===== src/rtl/accum_cpu_core.sv =====
// accum_cpu_core
//   Accumulator execution core with a bank of NUM_ACC selectable accumulators,
//   an 8-entry ALU opcode set, carry/zero flags, optional saturating ADD/SUB,
//   and valid/ready handshakes on the instruction input and the store output.
//
// Ports
//   clock, reset         rising-edge clock; asynchronous active-low reset
//   instr_valid/ready    instruction handshake (opcode, reg_sel, Data_bus_in)
//   Data_bus_out         store data, held stable while store_valid is high
//   store_valid/ready    store handshake
//   out_acc              value of the most recently targeted accumulator
//   carry, zero          flags from the last non-STORE instruction
module accum_cpu_core #(
    parameter int WIDTH    = 8,
    parameter int NUM_ACC  = 4,
    parameter int SATURATE = 0,
    localparam int SEL_W   = $clog2(NUM_ACC)
) (
    input  logic             clock,
    input  logic             reset,
    input  logic             instr_valid,
    output logic             instr_ready,
    input  logic [2:0]       opcode,
    input  logic [SEL_W-1:0] reg_sel,
    input  logic [WIDTH-1:0] Data_bus_in,
    output logic [WIDTH-1:0] Data_bus_out,
    output logic             store_valid,
    input  logic             store_ready,
    output logic [WIDTH-1:0] out_acc,
    output logic             carry,
    output logic             zero
);

    typedef enum logic [2:0] {
        OP_ADD   = 3'b000,
        OP_LOAD  = 3'b001,
        OP_STORE = 3'b010,
        OP_SUB   = 3'b011,
        OP_AND   = 3'b100,
        OP_OR    = 3'b101,
        OP_XOR   = 3'b110,
        OP_CLR   = 3'b111
    } opcode_e;

    typedef enum logic {
        S_IDLE       = 1'b0,
        S_WAIT_STORE = 1'b1
    } state_e;

    state_e                          state_q, state_d;
    logic [NUM_ACC-1:0][WIDTH-1:0]   acc_q, acc_d;
    logic [WIDTH-1:0]                out_acc_q, out_acc_d;
    logic [WIDTH-1:0]                dout_q, dout_d;
    logic                            carry_q, carry_d;
    logic                            zero_q, zero_d;

    opcode_e          op;
    logic [WIDTH-1:0] cur;
    logic [WIDTH:0]   sum;
    logic [WIDTH:0]   diff;
    logic [WIDTH-1:0] res;
    logic             res_c;
    logic             wr;

    assign op   = opcode_e'(opcode);
    assign cur  = acc_q[reg_sel];
    assign sum  = {1'b0, cur} + {1'b0, Data_bus_in};
    // Top bit of the extended difference is the borrow (operand > acc).
    assign diff = {1'b0, cur} - {1'b0, Data_bus_in};

    assign instr_ready  = (state_q == S_IDLE);
    assign store_valid  = (state_q == S_WAIT_STORE);
    assign Data_bus_out = dout_q;
    assign out_acc      = out_acc_q;
    assign carry        = carry_q;
    assign zero         = zero_q;

    always_comb begin
        state_d   = state_q;
        acc_d     = acc_q;
        out_acc_d = out_acc_q;
        dout_d    = dout_q;
        carry_d   = carry_q;
        zero_d    = zero_q;
        res       = '0;
        res_c     = 1'b0;
        wr        = 1'b0;

        unique case (state_q)
            S_IDLE: begin
                if (instr_valid) begin
                    case (op)
                        OP_ADD: begin
                            res_c = sum[WIDTH];
                            res   = (SATURATE != 0 && sum[WIDTH]) ? '1 : sum[WIDTH-1:0];
                            wr    = 1'b1;
                        end
                        OP_SUB: begin
                            res_c = diff[WIDTH];
                            res   = (SATURATE != 0 && diff[WIDTH]) ? '0 : diff[WIDTH-1:0];
                            wr    = 1'b1;
                        end
                        OP_LOAD: begin res = Data_bus_in;       wr = 1'b1; end
                        OP_AND:  begin res = cur & Data_bus_in; wr = 1'b1; end
                        OP_OR:   begin res = cur | Data_bus_in; wr = 1'b1; end
                        OP_XOR:  begin res = cur ^ Data_bus_in; wr = 1'b1; end
                        OP_CLR:  begin res = '0;                wr = 1'b1; end
                        OP_STORE: begin
                            // Flags and accumulators untouched; only the
                            // observed accumulator and store data move.
                            dout_d    = cur;
                            out_acc_d = cur;
                            state_d   = S_WAIT_STORE;
                        end
                    endcase
                    if (wr) begin
                        acc_d[reg_sel] = res;
                        out_acc_d      = res;
                        carry_d        = res_c;
                        zero_d         = (res == '0);
                    end
                end
            end
            S_WAIT_STORE: begin
                if (store_ready) state_d = S_IDLE;
            end
        endcase
    end

    always_ff @(posedge clock or negedge reset) begin
        if (!reset) begin
            state_q   <= S_IDLE;
            acc_q     <= '0;
            out_acc_q <= '0;
            dout_q    <= '0;
            carry_q   <= 1'b0;
            zero_q    <= 1'b0;
        end else begin
            state_q   <= state_d;
            acc_q     <= acc_d;
            out_acc_q <= out_acc_d;
            dout_q    <= dout_d;
            carry_q   <= carry_d;
            zero_q    <= zero_d;
        end
    end

endmodule


===== config.mk =====
export PLATFORM = sky130hd
export DESIGN_NAME = accum_cpu_core
export DESIGN_NICKNAME = d
export VERILOG_FILES = /design/src/rtl/accum_cpu_core.sv
export SDC_FILE = /design/constraint.sdc
export NUM_CORES = 1
export LEC_CHECK = 0
export CAP_MARGIN = 10
export CELL_PAD_IN_SITES_DETAIL_PLACEMENT = 1
export CELL_PAD_IN_SITES_GLOBAL_PLACEMENT = 1
export CORE_MARGIN = 4
export CORE_UTILIZATION = 40
export DETAILED_ROUTE_END_ITERATION = 10
export GPL_TIMING_DRIVEN = 0
export PLACE_DENSITY = 0.76
export SLEW_MARGIN = 20
export SYNTH_ARGS = -nofsm -noshare
export SYNTH_HDL_FRONTEND = slang
export SYNTH_SLANG_ARGS = --single-unit
export TNS_END_PERCENT = 10

===== constraint.sdc =====
create_clock -name clock -period 4.1 [get_ports clock]
set_input_delay 0.41 -clock clock [delete_from_list [all_inputs] [get_ports clock]]
set_output_delay 0.41 -clock clock [all_outputs]
set_load 0.03 [all_outputs]

==> flow_summary.yaml <==
clock_tree:
  clk_latency_ns: 0.31
  clk_pin_slew_ns: 0.10
  cts_root_buf: "clkbuf_8"
  cts_max_level: 2
  tritoncts: "built"
  numClockSinks: 51
  numCtsBuffers: 5
  clock_path_buffers: 2
layout:
  final_util_pct: 48.4
  layout.nets: 454
  area_growth_pct: 16.4
  final_layout_size_suffix_gt1_share_pct: 18.2
  fillCellCount: 997
  antenna_cells: 0
yosys:
  synth_most_common_cell: "dfrtp_1"
  synth_warnings: 0
  synth.avg_cell_area_sq_um: 10.0
  ys_seq_area_share_pct: 34.8
  yosys-top-cells-area: "dfrtp_1 35%, ha_1 9.6%, mux2_2 7.7%, mux4_2 4.9%, nand2_1 3.6%"
  ys_types: 72
  netlist.area_leader.share_pct: 34.8
  syn-num-nets: 412
  netlist_area_sq_um: 3660
  synth_common_cells: "51 x dfrtp_1, 35 x nand2_1, 28 x ha_1"
  synth_edf_count: 0
  synth_seq_cells: 51
  async_flop_share_pct: 100
  synth-main-ff-cell: "dfrtp_1"
  syn_inst: 365
  yosysTopAreaCell: "dfrtp_1"
place:
  dp_hpwl_microns: 8100
  dp_slack_ns: -0.462
  place_congestion: 0.906
  portBuffers: 35
die:
  die_y_microns: 104
  core_area_sq_um: 8810
  die_area_sq_um: 10800
  rows: 34
  start_util_pct: 41.6
  io_pins: 37
  chipWidth_microns: 104
power_and_ir_drop:
  internal_power_mw: 1.45
  ir_drop_mv: 0.258
  powerDensity_nw_per_um2: 585
  p_leak_nw: 1.83
  p_seq_share_pct: 31.5
  p_comb_share_pct: 54.3
  pwr-share-clk_pct: 14.2
  p_sw_mw: 1.05
  p_sw_share_pct: 41.9
grt:
  antenna_found_initial: 0
  overflow: 0
  top_usage_layer: "met2"
  grt_max_degree: 52
  gr-usage-met2_pct: 33.0
  gr-usage-met1_pct: 26.1
  track_usage_pct: 19.7
  grt_pass1_vias: 3154
  grt_pass1_wl_microns: 17100
  grt_util_met3_pct: 4.73
worst_setup_path:
  cp-end-kind: "flip-flop"
  path_max_fanout: 10
  critPathArrivalTime_ns: 4.17
  path_class: "in2reg"
  required_ns: 4.32
  startpoint_type: "input port"
drt:
  dr_total_vias: 2962
  drc: 0
  drtIter0Drc: 153
  antenna_left: 0
  vias_per_cell: 5.75
  finalWirelength_microns: 10500
  drtPass1Iterations: 4
  wl_per_cell_microns: 20.4
min_path:
  hold_path_class: "in2async"
sta:
  min_period_ns: 3.95
  final_max_slew_viol_count: 0
  tightest_slew_ns: 0.824
  fin_ws_ns: 0.148
  final-setup-viol-count: 0
  relSlewSlack_pct: 44.5
  finalHoldViolCount: 0
  finalCritPeriodShare_pct: 96.4
  rsz0062_at_grt: "no"
  max_clock_freq_mhz: 253
  finClkSkew_ns: 0.00795
status:
  status: "completed"
flow_run:
  max_cap_violations: 0
-- critical path: stages --
cell             delay [ns]
clkdlybuf4s50_1        0.58
clkbuf_4               0.29
mux4_2                 0.40
inv_1                  0.16
ha_1                   0.26
buf_2                  0.19
nor2b_1                0.16
a211oi_1               0.50
nor4_1                 0.09
o21ai_0                0.67
nand3_1                0.23
o31ai_2                0.22
-- final timing paths --
| path | start | endpoint | slack, ns | cells past startpoint |
|---|---|---|---|---|
| max | reg_sel[1] | zero | 0.15 | 12 |
| min | reset | Data_bus_out[5] | 0.10 | 1 |
| max reg2reg | acc_q[27] | zero | 0.59 | 10 |
| min reg2reg | out_acc[2] | out_acc[2] | 0.49 | 2 |
| max in group asynchronous | reset | acc_q[20] | 3.53 | 1 |
| min in group clock | out_acc[2] | out_acc[2] | 0.49 | 2 |
-- registers in the layout, summed over array words and instances (netlist names) --
| signal | flops |
|---|---|
| Data_bus_out | 8 |
| acc_q | 32 |
| carry | 1 |
| out_acc | 8 |
| store_valid | 1 |
| zero | 1 |
-- per-stage QoR --
stage               power (mW)  cells  hold WS (ns)  TNS [ns]  cell area [sq um]
floorplan                 1.71    365         0.114         0               3660
global placement          2.08    508         0.462     -2.73               4150
detailed placement        2.15    508         0.475     -4.33               4150
CTS                       2.51    515         0.146         0               4260
global route              2.67    515         0.163         0               4260
finish                    2.50    515         0.102         0               4260
-- cell type report --
class / count / area, sq um / area share, %
Buffer: 17 / 126 / 2.96
Clock buffer: 5 / 68.8 / 1.61
Clock inverter: 2 / 37.5 / 0.880
Inverter: 23 / 86.3 / 2.02
Multi-Input combinational cell: 274 / 2180 / 51.2
Sequential cell: 51 / 1280 / 29.9
Tap cell: 108 / 135 / 3.17
Timing Repair Buffer: 35 / 350 / 8.22
-- power by group through the flow --
stage	Combinational, mW	Clock, mW	Sequential (mW)
2_1_floorplan	0.818	0	0.891
5_1_grt	1.47	0.384	0.813
3_3_place_gp	1.30	0	0.785
4_1_cts	1.36	0.362	0.790
3_5_place_dp	1.35	0	0.801
6_report	1.36	0.354	0.787
-- timing repair --
action,in CTS,in global routing
hold buffers,0,0
resized for setup,3,2
endpoints found under the setup margin,3,3
buffers inserted,0,0
-- cells in the final DEF, fill, tap and decap left out, types with 6 or more instances in the layout --
cell	n
a21oi_1	22
a31oi_1	6
clkdlybuf4s50_1	33
dfrtp_1	51
ha_1	28
inv_1	22
mux2_2	25
mux4_2	8
nand2_1	35
nor2_1	18
nor2b_1	9
nor3_1	6
o21ai_0	22
-- cells by family (layout without fill, tap and decap cells) --
family / count (synthesis) / count (layout) / synth area share (%)
multiplexers: 38 / 38 / 14.1
buffers and inverters: 40 / 82 / 5.53
adder cells (fa/ha/maj): 30 / 30 / 10.7
flip-flops: 51 / 51 / 34.8
AND/OR/NAND/NOR: 109 / 109 / 16.4
XOR/XNOR: 6 / 6 / 1.44
AO/OA/AOI/OAI: 91 / 91 / 16.9
-- routing by layer --
layer	vias up	part of all wire, %
met5	-	0
met1	1498	45
met4	0	1.4
li1	1396	-
met3	10	5.0
met2	58	49
No activity file was read; power rests on OpenSTA's default activity.
